File: config.mk
export PLATFORM = sky130hd
export DESIGN_NAME = wb_arb2_flat
export DESIGN_NICKNAME = d
export VERILOG_FILES = /design/src/rtl/wb_arb2_pkg.sv /design/src/rtl/wb_arb2_if.sv /design/src/rtl/wb_arb2.sv /design/src/flat_wrapper.sv
export SDC_FILE = /design/constraint.sdc
export NUM_CORES = 1
export LEC_CHECK = 0
export BUFFER_PORTS_ARGS = -buffer_cell sky130_fd_sc_hd__buf_2
export CORE_AREA = 2 2 128 130
export DETAILED_ROUTE_END_ITERATION = 7
export DIE_AREA = 0 0 130 132
export GPL_TIMING_DRIVEN = 0
export PLACE_DENSITY = 0.48
export SYNTH_ARGS = -nofsm -noshare
export SYNTH_HDL_FRONTEND = slang
export SYNTH_SLANG_ARGS = --single-unit
File: constraint.sdc
create_clock -name clk_i -period 2.6 [get_ports clk_i]
set_clock_uncertainty 0.1 [all_clocks]
set_input_delay 0.13 -clock clk_i [delete_from_list [all_inputs] [get_ports clk_i]]
set_output_delay 0.13 -clock clk_i [all_outputs]
set_load 0.005 [all_outputs]
File: src/rtl/wb_arb2_pkg.sv
// wb_arb2_pkg: grant state encoding shared by the Wishbone arbiters
package wb_arb2_pkg;
    typedef enum logic [1:0] {
        ST_IDLE = 2'd0,
        ST_GNT0 = 2'd1,
        ST_GNT1 = 2'd2
    } state_e;
endpackage

File: src/rtl/wb_arb2_if.sv
// wb_arb2_if: pipelined Wishbone bus; master drives requests, slave returns data/ack/stall
interface wb_arb2_if;
    logic [31:0] addr;
    logic [31:0] wdata;
    logic [31:0] rdata;
    logic [3:0]  sel;
    logic [2:0]  cti;
    logic        we;
    logic        cyc;
    logic        stb;
    logic        ack;
    logic        stall;
    modport master (output addr, wdata, sel, cti, we, cyc, stb, input rdata, ack, stall);
    modport slave  (input addr, wdata, sel, cti, we, cyc, stb, output rdata, ack, stall);
endinterface

File: src/rtl/wb_arb2.sv
// wb_arb2: two-master round-robin pipelined Wishbone arbiter with outstanding-ack tracking
module wb_arb2
    import wb_arb2_pkg::*;
#(
    parameter int OUTST_W = 2
) (
    input  logic        clk_i,
    input  logic        rst_ni,
    wb_arb2_if.slave    m0,
    wb_arb2_if.slave    m1,
    wb_arb2_if.master   s
);
    localparam logic [OUTST_W-1:0] OUTST_MAX = '1;

    state_e               state_q, state_d;
    logic [OUTST_W-1:0]   outst_q, outst_d;
    logic                 last_q, last_d;
    logic                 full, busy, gnt0, gnt1, own_cyc, own_stb;
    logic                 s_cyc, s_stb, accept, ack_ok, release_ok;

    assign full    = outst_q == OUTST_MAX;
    assign busy    = outst_q != '0;
    assign gnt0    = state_q == ST_GNT0;
    assign gnt1    = state_q == ST_GNT1;
    assign own_cyc = gnt1 ? m1.cyc : m0.cyc;
    assign own_stb = gnt1 ? m1.stb : m0.stb;

    // The granting master's request is forwarded; the pending counter keeps the cycle open for late acks
    assign s_cyc   = (gnt0 | gnt1) & (own_cyc | busy);
    assign s_stb   = (gnt0 | gnt1) & own_cyc & own_stb & !full;
    assign s.cyc   = s_cyc;
    assign s.stb   = s_stb;
    assign s.addr  = gnt1 ? m1.addr  : m0.addr;
    assign s.wdata = gnt1 ? m1.wdata : m0.wdata;
    assign s.sel   = gnt1 ? m1.sel   : m0.sel;
    assign s.cti   = gnt1 ? m1.cti   : m0.cti;
    assign s.we    = gnt1 ? m1.we    : m0.we;

    assign m0.rdata = s.rdata;
    assign m1.rdata = s.rdata;
    assign m0.ack   = gnt0 & s.ack & m0.cyc;
    assign m1.ack   = gnt1 & s.ack & m1.cyc;
    assign m0.stall = !gnt0 | s.stall | full;
    assign m1.stall = !gnt1 | s.stall | full;

    assign accept     = s_cyc & s_stb & !s.stall;
    assign ack_ok     = s.ack & busy;
    assign release_ok = !own_cyc & (!busy | (outst_q == OUTST_W'(1) & s.ack));

    // Outstanding count: accepts add, acks subtract, spurious acks at zero are dropped
    always_comb begin
        outst_d = outst_q;
        if (accept & !ack_ok)
            outst_d = outst_q + OUTST_W'(1);
        else if (ack_ok & !accept)
            outst_d = outst_q - OUTST_W'(1);
    end

    // Grant selection: round-robin on ties, hand-over without idle bubble, no preemption
    always_comb begin
        state_d = state_q;
        last_d  = last_q;
        case (state_q)
            ST_IDLE: begin
                if (m0.cyc & (!m1.cyc | last_q)) begin
                    state_d = ST_GNT0;
                    last_d  = 1'b0;
                end else if (m1.cyc) begin
                    state_d = ST_GNT1;
                    last_d  = 1'b1;
                end
            end
            ST_GNT0: begin
                if (release_ok) begin
                    state_d = m1.cyc ? ST_GNT1 : ST_IDLE;
                    last_d  = m1.cyc ? 1'b1 : last_q;
                end
            end
            ST_GNT1: begin
                if (release_ok) begin
                    state_d = m0.cyc ? ST_GNT0 : ST_IDLE;
                    last_d  = m0.cyc ? 1'b0 : last_q;
                end
            end
            default: state_d = ST_IDLE;
        endcase
    end

    // State registers; reset makes m0 win the first tie
    always_ff @(posedge clk_i or negedge rst_ni) begin
        if (!rst_ni) begin
            state_q <= ST_IDLE;
            outst_q <= '0;
            last_q  <= 1'b1;
        end else begin
            state_q <= state_d;
            outst_q <= outst_d;
            last_q  <= last_d;
        end
    end
endmodule

File: src/flat_wrapper.sv
// flat-port wrapper written by rule: the top's interface ports become plain ports
module wb_arb2_flat import wb_arb2_pkg::*;
#(
    parameter int OUTST_W = 2
)
  (clk_i, rst_ni, m0_addr, m0_wdata, m0_sel, m0_cti, m0_we, m0_cyc, m0_stb, m0_rdata, m0_ack, m0_stall, m1_addr, m1_wdata, m1_sel, m1_cti, m1_we, m1_cyc, m1_stb, m1_rdata, m1_ack, m1_stall, s_addr, s_wdata, s_sel, s_cti, s_we, s_cyc, s_stb, s_rdata, s_ack, s_stall);
  wb_arb2_if m0_i ();
  wb_arb2_if m1_i ();
  wb_arb2_if s_i ();
  input  logic clk_i;
  input  logic rst_ni;
  input wire logic [$bits(m0_i.addr)-1:0] m0_addr;
  input wire logic [$bits(m0_i.wdata)-1:0] m0_wdata;
  input wire logic [$bits(m0_i.sel)-1:0] m0_sel;
  input wire logic [$bits(m0_i.cti)-1:0] m0_cti;
  input wire logic [$bits(m0_i.we)-1:0] m0_we;
  input wire logic [$bits(m0_i.cyc)-1:0] m0_cyc;
  input wire logic [$bits(m0_i.stb)-1:0] m0_stb;
  output wire logic [$bits(m0_i.rdata)-1:0] m0_rdata;
  output wire logic [$bits(m0_i.ack)-1:0] m0_ack;
  output wire logic [$bits(m0_i.stall)-1:0] m0_stall;
  input wire logic [$bits(m1_i.addr)-1:0] m1_addr;
  input wire logic [$bits(m1_i.wdata)-1:0] m1_wdata;
  input wire logic [$bits(m1_i.sel)-1:0] m1_sel;
  input wire logic [$bits(m1_i.cti)-1:0] m1_cti;
  input wire logic [$bits(m1_i.we)-1:0] m1_we;
  input wire logic [$bits(m1_i.cyc)-1:0] m1_cyc;
  input wire logic [$bits(m1_i.stb)-1:0] m1_stb;
  output wire logic [$bits(m1_i.rdata)-1:0] m1_rdata;
  output wire logic [$bits(m1_i.ack)-1:0] m1_ack;
  output wire logic [$bits(m1_i.stall)-1:0] m1_stall;
  output wire logic [$bits(s_i.addr)-1:0] s_addr;
  output wire logic [$bits(s_i.wdata)-1:0] s_wdata;
  output wire logic [$bits(s_i.sel)-1:0] s_sel;
  output wire logic [$bits(s_i.cti)-1:0] s_cti;
  output wire logic [$bits(s_i.we)-1:0] s_we;
  output wire logic [$bits(s_i.cyc)-1:0] s_cyc;
  output wire logic [$bits(s_i.stb)-1:0] s_stb;
  input wire logic [$bits(s_i.rdata)-1:0] s_rdata;
  input wire logic [$bits(s_i.ack)-1:0] s_ack;
  input wire logic [$bits(s_i.stall)-1:0] s_stall;
  assign m0_i.addr = m0_addr;
  assign m0_i.wdata = m0_wdata;
  assign m0_i.sel = m0_sel;
  assign m0_i.cti = m0_cti;
  assign m0_i.we = m0_we;
  assign m0_i.cyc = m0_cyc;
  assign m0_i.stb = m0_stb;
  assign m0_rdata = m0_i.rdata;
  assign m0_ack = m0_i.ack;
  assign m0_stall = m0_i.stall;
  assign m1_i.addr = m1_addr;
  assign m1_i.wdata = m1_wdata;
  assign m1_i.sel = m1_sel;
  assign m1_i.cti = m1_cti;
  assign m1_i.we = m1_we;
  assign m1_i.cyc = m1_cyc;
  assign m1_i.stb = m1_stb;
  assign m1_rdata = m1_i.rdata;
  assign m1_ack = m1_i.ack;
  assign m1_stall = m1_i.stall;
  assign s_addr = s_i.addr;
  assign s_wdata = s_i.wdata;
  assign s_sel = s_i.sel;
  assign s_cti = s_i.cti;
  assign s_we = s_i.we;
  assign s_cyc = s_i.cyc;
  assign s_stb = s_i.stb;
  assign s_i.rdata = s_rdata;
  assign s_i.ack = s_ack;
  assign s_i.stall = s_stall;
  wb_arb2 #(.OUTST_W(OUTST_W)) u_core (.clk_i(clk_i), .rst_ni(rst_ni), .m0(m0_i), .m1(m1_i), .s(s_i));
endmodule
After elaboration in Yosys (flattened, before gate mapping)
Index checks and enable logic that the tools add are counted.
{"block": "classes", "n_addsub": 2, "eq_ne": 8, "muxes": 22, "reduce_logical": 15, "n_bitwise": 24}
{"cell": "32-bit two-way mux", "count": 2}
{"cell": "1-bit AND", "count": 16}
{"cell": "2-bit two-way mux", "count": 7}
{"cell": "1-bit logical NOT", "count": 9}
{"cell": "1-bit two-way mux", "count": 9}
{"cell": "1-bit bitwise OR", "count": 8}
{"cell": "2-bit inequality test, second input constant", "count": 3}
{"cell": "2-bit one-hot mux with 3 select lines", "count": 1}
{"cell": "2-bit by 1-bit == test with 1-bit output, second input constant", "count": 2}
{"cell": "2-bit == test, second input constant", "count": 2}
{"cell": "4-bit two-way mux", "count": 1}
{"cell": "4-bit AND reduction", "count": 1}
{"cell": "2-bit nonzero test", "count": 2}
{"cell": "3-bit two-way mux", "count": 1}
{"cell": "3-bit by 2-bit inequality test with 1-bit output, second input constant", "count": 1}
{"cell": "1-bit one-hot mux with 3 select lines", "count": 1}
{"cell": "3-bit AND reduction", "count": 1}
{"cell": "3-bit nonzero test", "count": 1}
{"cell": "2-bit by 1-bit adder with 2-bit output, second input constant", "count": 1}
{"cell": "2-bit logical NOT", "count": 1}
{"cell": "2-bit by 1-bit subtractor with 2-bit output, second input constant", "count": 1}
{"block": "totals", "in_bits": 184, "regBits": 5, "wordCells": 74}

Longest topological paths before layout
Gate-level depths: netlist of the first run.
{"block": "depth", "depth_word": 11, "ltp_mapped": 9, "depth_no_buf": 8}

Worst setup path before layout of the first run
No wires, ideal clock.
{"block": "synth_path", "path_kind": "reg-to-reg", "from": "register u_core.state_q[0]", "to": "register u_core.outst_q[1]", "setup_slack_ps": 523, "t_arrival_ps": 1850, "required_ps": 2373, "n_path_buf": 1, "stages_incl_launch_ff": 10, "setup_time_ps": 127, "cell_sequence": "dfrtp_1 inv_1 ha_1 buf_6 mux2i_2 nor4_1 nor3b_1 ha_1 nand2_1 o21ai_0"}
{"block": "synth_via", "elab_chain_len": 10, "word_cells_on_any_way": 17}
{"element": "start: declaration", "line": "wb_arb2.sv:15", "text": "state_e state_q, state_d;"}
{"element": "start signal: assignment", "line": "wb_arb2.sv:96", "text": "state_q <= state_d;"}
{"element": "2-bit by 1-bit == test with 1-bit output or 2-bit == test (tied branches)", "line": "wb_arb2.sv:23, wb_arb2.sv:24"}
{"element": "1-bit bitwise OR or 1-bit two-way mux (tied branches)", "line": "wb_arb2.sv:30, wb_arb2.sv:25"}
{"element": "1-bit AND", "line": "wb_arb2.sv:30", "text": "assign s_stb = (gnt0 | gnt1) & own_cyc & own_stb & !full;"}
{"element": "1-bit AND (*) (2 in a row)", "line": "wb_arb2.sv:30"}
{"element": "named net s_stb", "line": "flat_wrapper.sv:38", "text": "output wire logic [$bits(s_i.stb)-1:0] s_stb;"}
{"element": "1-bit AND (*) (2 in a row)", "line": "wb_arb2.sv:46", "text": "assign accept = s_cyc & s_stb & !s.stall;"}
{"element": "1-bit logical NOT", "line": "wb_arb2.sv:55", "text": "else if (ack_ok & !accept)"}
{"element": "1-bit AND", "line": "wb_arb2.sv:55"}
{"element": "2-bit nonzero test (no line)"}
{"element": "end signal: assignment", "line": "wb_arb2.sv:97", "text": "outst_q <= outst_d;"}
{"element": "end: declaration", "line": "wb_arb2.sv:16", "text": "logic [OUTST_W-1:0] outst_q, outst_d;"}
Mark *: on every way through the listed nets, which the timed path passes. The rest lies on a longest branch.
A chain may end at the register's enable or synchronous reset.

Worst setup path in the final report of the first run
{"block": "layout_path", "from": "register u_core.state_q[0]", "to": "output port s_wdata[16]"}
{"block": "layout_via", "elab_chain_len": 2}
{"element": "2-bit == test", "line": "wb_arb2.sv:24", "text": "assign gnt1 = state_q == ST_GNT1;"}
{"element": "32-bit two-way mux", "line": "wb_arb2.sv:34", "text": "assign s.wdata = gnt1 ? m1.wdata : m0.wdata;"}
{"element": "end: declaration", "line": "flat_wrapper.sv:33", "text": "output wire logic [$bits(s_i.wdata)-1:0] s_wdata;"}
Every way passes these cells.

==> results of run 1 <==
[final cells by class]
type / count / area, um2 / area share (%)
buffer: 73 / 532 / 14.6
clock buffer: 4 / 78.8 / 2.16
inverter: 6 / 22.5 / 0.617
multi-input combinational: 115 / 1150 / 31.4
sequential: 5 / 126 / 3.46
tap: 216 / 270 / 7.40
timing repair buffer: 294 / 1480 / 40.4
[cell usage after synthesis]
cell type / count / area share, %
a21oi_1: 4 / 1.1
buf_2: 8 / 2.2
nor3b_1: 1 / 0.41
mux2i_2: 1 / 0.75
nor2b_1: 2 / 0.68
xor2_1: 1 / 0.48
dfrtp_1: 4 / 5.5
o22a_1: 1 / 0.48
or3b_2: 1 / 0.48
ha_1: 8 / 5.5
and3_1: 2 / 0.68
o32ai_1: 1 / 0.48
nor4_1: 1 / 0.34
dfstp_2: 1 / 1.4
buf_4: 64 / 26
xnor2_1: 1 / 0.48
a31oi_1: 1 / 0.34
mux2_4: 1 / 0.82
mux2i_1: 2 / 1.1
buf_6: 1 / 0.62
mux2_2: 73 / 45
o22ai_1: 1 / 0.34
o21ai_0: 3 / 0.82
nor2_1: 3 / 0.62
nand2b_1: 3 / 1.0
nand2_1: 4 / 0.82
inv_1: 6 / 1.2
[worst register-to-register path: stages, from the launching register on]
cell and delay [ns]:
dfrtp_1 0.37, inv_1 0.09, ha_1 0.21, buf_6 0.14, mux2i_2 0.16, nor4_1 0.27
nor3b_1 0.26, ha_1 0.30, nand2_1 0.08, o21ai_0 0.07
[worst paths after layout]
kind,startpoint,endpoint,cells past startpoint
worst min register to register,u_core.outst_q[1]$_DFFE_PN0P_,u_core.outst_q[1]$_DFFE_PN0P_,2
worst max register to register,u_core.state_q[0]$_DFFE_PN0P_,u_core.outst_q[1]$_DFFE_PN0P_,9
max in group asynchronous,rst_ni,u_core.last_q$_DFFE_PN1P_,2
min in group clk_i,m0_cyc,u_core.state_q[0]$_DFFE_PN0P_,3
worst min-delay path,rst_ni,u_core.outst_q[0]$_DFFE_PN0P_,2
worst max-delay path,u_core.state_q[0]$_DFFE_PN0P_,s_wdata[16],7
[registers in the layout, indices dropped and copies added (netlist names)]
signal and count:
u_core.last_q 1, u_core.outst_q 2, u_core.state_q 2
[per-layer routing]
| layer | vias to the layer above | track usage, % |
|---|---|---|
| li1 | 1221 | - |
| met2 | 161 | 16.3 |
| met3 | 4 | 1.62 |
| met4 | 2 | 0.597 |
| met5 | - | 0 |
| met1 | 1091 | 10.2 |
[report_power, final]
group,switching [uW],total [uW],internal [uW]
registers,39.2,164,124
clock network,46.9,250,203
logic,830,1890,1060
total,916,2310,1390
[through the flow]
stage,std cells,util (%),power [uW],worst slack (ns),hold slack (ns)
floorplan,199,-,1330,0.523,-0.266
global placement,708,22.7,2100,0.316,-0.152
detailed placement,708,22.7,2100,0.338,-0.151
CTS,713,23.2,2370,0.0877,0.141
global route,713,23.2,2510,0.0166,0.148
finish,713,23.2,2310,0.196,0.138
[kinds of logic after synthesis]
kind of cell / share of synthesized area [%]
xor gates and xnor gates: 0.959
and+or+nand+nor: 5.07
AOI/OAI and AO/OA: 3.56
adders and majority gates: 5.48
buffers and inverters: 30.3
DFF: 6.92
muxes: 47.7
==> impl_metrics.json, run 1 <==
{
  "syn2layout_area_growth_pct": 99.9,
  "crit_fanout": 10,
  "vias_per_cell": 3.48,
  "grt_pass1_vias": 2480,
  "synth_cell_type_count": 27,
  "crit_chain": "inv_1 -> ha_1 -> buf_6 -> buf_2 -> buf_2 -> mux2_2 -> buf_2",
  "drt-total-wl_mm": 8.48,
  "fmax_ghz": 0.416,
  "cts_max_path_buffers": 2,
  "clock_sinks": 5,
  "grt_start_max_net_pins": 11,
  "drt_first_pass_iters": 4,
  "finalNetCount": 690,
  "drv_slew": 0,
  "rrSetupSlack_ns": 0.45,
  "postCtsSetupBuffers": 0,
  "grt.overflow.total": 0,
  "die_x_um": 130,
  "cts_tree": "built",
  "period_needed_ns": 2.40,
  "slew_headroom_pct": 81.6,
  "n_fill_cell": 1780,
  "mostFrequentLayoutCells": "buf_2 (301), mux2_2 (73), buf_4 (64), ha_1 (8), inv_1 (6)",
  "synth-seq-cells": 5,
  "die_h_um": 132,
  "power_density_nw_per_um2": 631,
  "critical_path_required_ns": 2.37,
  "final_common_cell": "buf_2",
  "synth_seq_area_share_pct": 6.92,
  "diodes": 0,
  "grt_pass1_wl_mm": 11.8,
  "holdBufCountCts": 1,
  "ys_warn_count": 0,
  "dieArea_um2": 17200,
  "clk_latency_ns": 0.22,
  "gr-usage-all-layers_pct": 8.55,
  "drive_above_1_share_pct": 89.7,
  "fin_crit_sh_pct": 92.5,
  "p_leak_uw": 0.00205,
  "finalWeightedCongestion": 0.754,
  "finalHoldViolations": 0,
  "rsz0062_at_grt": "no",
  "crit_family": "buffers and inverters",
  "ant_nets": 0,
  "met3_length_um": 859,
  "coreArea_um2": 15700,
  "cp_common_cell": "buf_2",
  "placed_area_um2": 3560,
  "outcome": "finished clean",
  "start_kind": "register",
  "cp.arrival_ns": 2.17,
  "hold_path_class": "in -> async",
  "grt_antenna_before_repair": 1,
  "highest_layer": "met5",
  "num_vias": 2479,
  "drc": 0,
  "slowest_delay_ns": 0.41,
  "worstSetupPathType": "reg -> out",
  "start_util_pct": 11.6,
  "stdcell_area_um2": 3650,
  "ctsResizeCount": 0,
  "setup_viol": 0,
  "met2WireLength_mm": 4.10,
  "dp_hpwl_mm": 7.74,
  "dr.first_iter.drc_count": 39,
  "crit_slowest_cell": "mux2_2",
  "synthCells": 199,
  "tns_ns": 0,
  "htreeDepth": 1,
  "syn_area_um2": 1830,
  "avgSynthCellArea_um2": 9.18,
  "max_cap_violations": 0,
  "cts_made_buffers": 3,
  "worst_pin_slew_ns": 0.274,
  "cts_root_buf": "clkbuf_16",
  "wl_per_cell_um": 11.9,
  "clk_pin_slew_worst_paths_ns": 0.03,
  "cp-end-kind": "output pin",
  "worst-path-buf-inv": 5,
  "rows": 46,
  "wl_met1_mm": 3.47,
  "pin_count": 326,
  "io_buffers": 293,
  "synth_nets": 391,
  "vdd.ir_drop.worst_v": 0.000556
}
Note: power is estimated with default switching activity, not from simulation.
==> run 2: changes to the inputs <==
--- a/config.mk
+++ b/config.mk
@@ -11,6 +11,7 @@
 export DIE_AREA = 0 0 130 132
 export GPL_TIMING_DRIVEN = 0
 export PLACE_DENSITY = 0.48
+export SETUP_SLACK_MARGIN = 0.4
 export SYNTH_ARGS = -nofsm -noshare
 export SYNTH_HDL_FRONTEND = slang
 export SYNTH_SLANG_ARGS = --single-unit
==> run 2 against run 1 <==
Clock power barely moved. Sequential share of layout area decreased by 0.057 points. Utilization grew 0.39 points. Combinational power rose by 6%. Global-route usage unchanged. Largest cell class unchanged. Largest power group unchanged.
==> impl_metrics.json, run 2 (synthesis results as in run 1) <==
{
  "gr-usage-all-layers_pct": 8.55,
  "max_cap_violations": 0,
  "worst_pin_slew_ns": 0.241,
  "wl_per_cell_um": 11.9,
  "worst_slack_ns": 0.536,
  "dr.first_iter.drc_count": 34,
  "period_needed_ns": 2.06,
  "mostFrequentLayoutCells": "buf_2 (295), mux2_2 (73), buf_4 (64), ha_1 (8)",
  "pwr-share-clk_pct": 10.3,
  "finalWeightedCongestion": 0.754,
  "start_kind": "register",
  "setup_viol": 0,
  "cts_root_buf": "clkbuf_16",
  "drc": 0,
  "fin_hold_ws_ns": 0.138,
  "drive_above_1_share_pct": 90.3,
  "grt.overflow.total": 0,
  "p_int_uw": 1470,
  "dieArea_um2": 17200,
  "postCtsSetupBuffers": 0,
  "reg.largest.list": "u_core.outst_q x2, u_core.state_q x2, u_core.last_q x1",
  "ant_nets": 0,
  "die_h_um": 132,
  "rsz0062_at_grt": "no",
  "cp.arrival_ns": 1.83,
  "grt_pass1_wl_mm": 11.8,
  "power_switching_share_pct": 39.0,
  "finalHoldViolations": 0,
  "die_x_um": 130,
  "fmax_ghz": 0.484,
  "grt_pass1_vias": 2477,
  "drt-total-wl_mm": 8.50,
  "htreeDepth": 1,
  "clk_pin_slew_worst_paths_ns": 0.03,
  "rows": 46,
  "n_fill_cell": 1775,
  "grt_start_max_net_pins": 11,
  "fin_crit_sh_pct": 79.4,
  "coreArea_um2": 15700,
  "vdd.ir_drop.worst_v": 0.000560,
  "cts_max_path_buffers": 2,
  "finalNetCount": 690,
  "final_common_cell": "buf_2",
  "p_comb_share_pct": 82.9,
  "clock_sinks": 5,
  "io_buffers": 293,
  "start_util_pct": 11.6,
  "syn2layout_area_growth_pct": 103,
  "slew_headroom_pct": 83.6,
  "outcome": "finished clean",
  "tns_ns": 0,
  "hold_path_class": "in -> async",
  "pre_cts_slack_ns": 0.338,
  "seqPwrFrac_pct": 6.8,
  "cp-end-kind": "output pin",
  "clk_latency_ns": 0.22,
  "vias_per_cell": 3.48,
  "power_density_nw_per_um2": 650,
  "worstSetupPathType": "reg -> out",
  "p_switching_uw": 942,
  "cts_made_buffers": 3,
  "diodes": 0,
  "cts_tree": "built",
  "drv_slew": 0,
  "grt_antenna_before_repair": 1,
  "pin_count": 326,
  "critical_path_required_ns": 2.37,
  "dp_hpwl_mm": 7.74,
  "p_leak_uw": 0.00207,
  "crit_fanout": 10,
  "num_vias": 2483,
  "drt_first_pass_iters": 4
}
[run 2: final timing paths]
| check | startpoint | endpoint | cells after the start | slack, ns |
|---|---|---|---|---|
| worst max-delay path | u_core.state_q[0]$_DFFE_PN0P_ | s_wdata[16] | 7 | 0.54 |
| worst min-delay path | rst_ni | u_core.outst_q[0]$_DFFE_PN0P_ | 2 | 0.14 |
| worst max register to register | u_core.state_q[0]$_DFFE_PN0P_ | u_core.state_q[1]$_DFFE_PN0P_ | 7 | 0.54 |
| worst min register to register | u_core.outst_q[1]$_DFFE_PN0P_ | u_core.outst_q[1]$_DFFE_PN0P_ | 2 | 0.43 |
| max in group asynchronous | rst_ni | u_core.last_q$_DFFE_PN1P_ | 2 | 2.05 |
| min in group clk_i | m0_cyc | u_core.state_q[0]$_DFFE_PN0P_ | 3 | 0.26 |
[run 2: worst max-delay path, cell delays in order (launching register included)]
cell and delay, ns:
dfrtp_1 0.40, inv_2 0.08, ha_1 0.15, buf_6 0.15
buf_12 0.15, buf_8 0.15, mux2_2 0.37, buf_2 0.15
[run 2: metrics by stage]
step                      utilization, %  instance area (um2)  instances  power [uW]
final                               23.6                 3710        713        2420
after global routing                23.6                 3710        713        2620
after CTS                           23.4                 3670        713        2410
after detailed placement            22.7                 3560        708        2100
after global placement              22.7                 3560        708        2100
after floorplan                        -                 1830        199        1330
[run 2: power groups by stage]
stage                     Combinational, uW  Sequential [uW]  Clock [uW]
after floorplan                        1170              154           0
after global placement                 1940              165           0
after detailed placement               1930              165           0
after CTS                              1990              165         256
after global routing                   2180              173         264
final                                  2000              164         250
[run 2: layout make-up]
class                      instances  area, um2  area share, %
tap                              216        270           7.28
inverter                           6       22.5          0.606
clock buffer                       4       78.8           2.12
sequential                         5        126           3.40
multi-input combinational        115       1160           31.2
buffer                            73        582           15.7
timing repair buffer             294       1480           39.8
[run 2: what timing repair did]
| action | CTS | global route |
|---|---|---|
| resized for setup | 8 | 10 |
| hold buffers | 1 | 0 |
| hold endpoints to repair | 5 | 0 |
| cloned | 0 | 0 |
| setup endpoints to repair | 49 | 44 |
| pin swaps | 0 | 1 |
[run 2: metal layers]
metal	track usage (%)	wire length, um
met5	0	19
met4	0.597	29
met3	1.62	830
met2	16.3	4130
met1	10.2	3490
==> run 3: changes to the inputs <==
==> constraint.sdc (replaced) <==
create_clock -name clk_i -period 1.9 [get_ports clk_i]
set_clock_uncertainty 0.1 [all_clocks]
set_input_delay 0.095 -clock clk_i [delete_from_list [all_inputs] [get_ports clk_i]]
set_output_delay 0.095 -clock clk_i [all_outputs]
set_load 0.005 [all_outputs]
==> run 3 against run 2 <==
The flow now finishes with violations (setup timing). Cell count increased by 2.4%. Non-clock buffer count increased by 17. Via count increased by 3.0%. Hold slack got worse by 0.0088 ns. Die area unchanged. Clock-buffer cell count unchanged. Combinational power increased by 110%. Utilization increased by 5.3 points.
==> impl_metrics.json, run 3 (synthesis results as in run 1) <==
{
  "outcome": "finished, violations left",
  "violations": "setup timing",
  "clock_sinks": 5,
  "grt.overflow.total": 0,
  "clk_latency_ns": 0.23,
  "p_leak_uw": 0.00249,
  "fin_hold_ws_ns": 0.129,
  "dieArea_um2": 17200,
  "die_x_um": 130,
  "critical_path_required_ns": 1.70,
  "syn2layout_area_growth_pct": 148,
  "start_kind": "register",
  "final_common_cell": "buf_2",
  "wl_per_cell_um": 12.5,
  "rsz0062_at_grt": "yes",
  "dr.first_iter.drc_count": 42,
  "drv_slew": 0,
  "multi_input_area_um2": 1370,
  "max_cap_violations": 0,
  "reg.largest.list": "u_core.outst_q x2, u_core.state_q x2, u_core.last_q x1",
  "grt_pass1_wl_mm": 12.4,
  "ant_nets": 0,
  "finalWeightedCongestion": 0.735,
  "setup_viol": 71,
  "htreeDepth": 1,
  "n_fill_cell": 1676,
  "drive_above_1_share_pct": 91.8,
  "vias_per_cell": 3.50,
  "dpl.cell_count": 708,
  "finalNetCount": 707,
  "drt-total-wl_mm": 9.15,
  "hold_path_class": "in -> async",
  "cts_max_path_buffers": 2,
  "gr-usage-all-layers_pct": 9.04,
  "start_util_pct": 11.6,
  "dp_hpwl_mm": 7.52,
  "vdd.ir_drop.worst_v": 0.000308,
  "worst_slack_ns": -0.145,
  "cts_tree": "built",
  "worst_pin_slew_ns": 0.223,
  "grt_antenna_before_repair": 0,
  "crit_fanout": 5,
  "clk_pin_slew_worst_paths_ns": 0.03,
  "pin_count": 326,
  "slew_headroom_pct": 84.8,
  "grt_start_max_net_pins": 11,
  "cp.arrival_ns": 1.85,
  "fin_crit_sh_pct": 108,
  "fmax_ghz": 0.489,
  "power_uw": 4770,
  "period_needed_ns": 2.04,
  "cts_root_buf": "clkbuf_16",
  "diodes": 0,
  "cts_made_buffers": 3,
  "stdcell_area_um2": 4540,
  "io_buffers": 293,
  "coreArea_um2": 15700,
  "worstSetupPathType": "reg -> out",
  "regArea_um2": 126,
  "cp-end-kind": "output pin",
  "placed_area_um2": 3610,
  "fin_util_pct": 28.9,
  "num_vias": 2557,
  "mostFrequentLayoutCells": "buf_2 (246), buf_4 (69), buf_6 (52), mux2_4 (47), mux2_2 (27)",
  "grt_pass1_vias": 2511,
  "finalHoldViolations": 0,
  "die_h_um": 132,
  "drc": 0,
  "power_density_nw_per_um2": 1050,
  "rows": 46,
  "drt_first_pass_iters": 4,
  "layout.cells.non_filler": 730
}
-- run 3: cell count changes in the layout (fill, tap and decap cells not counted), sizes merged --
cell | previous run | this run
clkbuf | 4 | 6
buf | 366 | 381
-- run 3: through the flow --
stage               worst slack [ns]  setup TNS (ns)
finish                        -0.145           -3.66
global placement              -0.179           -5.84
detailed placement            -0.192           -6.12
global route                  -0.230           -8.37
CTS                          -0.0957           -1.94
floorplan                    -0.0589          -0.113
-- run 3: power by group --
group	leakage (uW)	total, uW	switching, uW	internal (uW)
Sequential	0.0000597	223	52.9	170
Clock	0.0000382	341	63.5	277
Combinational	0.00239	4210	1480	2730
Total	0.00249	4770	1600	3180
-- run 3: final timing paths --
check	startpoint	endpoint	slack [ns]	depth (start not counted)
worst max register to register	u_core.state_q[0]$_DFFE_PN0P_	u_core.outst_q[0]$_DFFE_PN0P_	-0.10	8
min in group clk_i	m0_cyc	u_core.state_q[0]$_DFFE_PN0P_	0.23	3
max in group asynchronous	rst_ni	u_core.last_q$_DFFE_PN1P_	1.36	2
worst max-delay path	u_core.state_q[0]$_DFFE_PN0P_	s_addr[12]	-0.14	9
worst min-delay path	rst_ni	u_core.state_q[1]$_DFFE_PN0P_	0.13	2
worst min register to register	u_core.outst_q[1]$_DFFE_PN0P_	u_core.outst_q[1]$_DFFE_PN0P_	0.43	2
-- run 3: layout make-up --
type | count | share of cell area [%]
Buffer | 73 | 14.3
Timing Repair Buffer | 311 | 44.6
Clock buffer | 4 | 1.74
Inverter | 6 | 0.496
Sequential cell | 5 | 2.78
Multi-Input combinational cell | 115 | 30.1
Tap cell | 216 | 5.95
-- run 3: per-layer routing --
metal | up-vias | part of all wire [%] | track usage (%)
met5 | - | 0 | 0
met4 | 0 | 0.54 | 1.31
met3 | 5 | 8.1 | 1.26
met2 | 144 | 54 | 18.8
met1 | 1153 | 37 | 9.45
li1 | 1255 | - | -
-- run 3: critical path: stages (launching register included) --
cell     delay (ns)
dfrtp_1        0.36
inv_2          0.07
ha_4           0.16
buf_12         0.13
buf_12         0.12
buf_6          0.11
buf_12         0.12
buf_8          0.12
mux2_4         0.31
buf_6          0.12
-- run 3: repair_timing --
action                                 4_1_cts  5_1_grt
endpoints found under the hold margin        5        0
hold buffers                                 1        0
pin swaps                                    3        0
setup endpoints to repair                   82       82
cloned                                       2        2
setup buffers                               10        3
resized for setup                           98       36
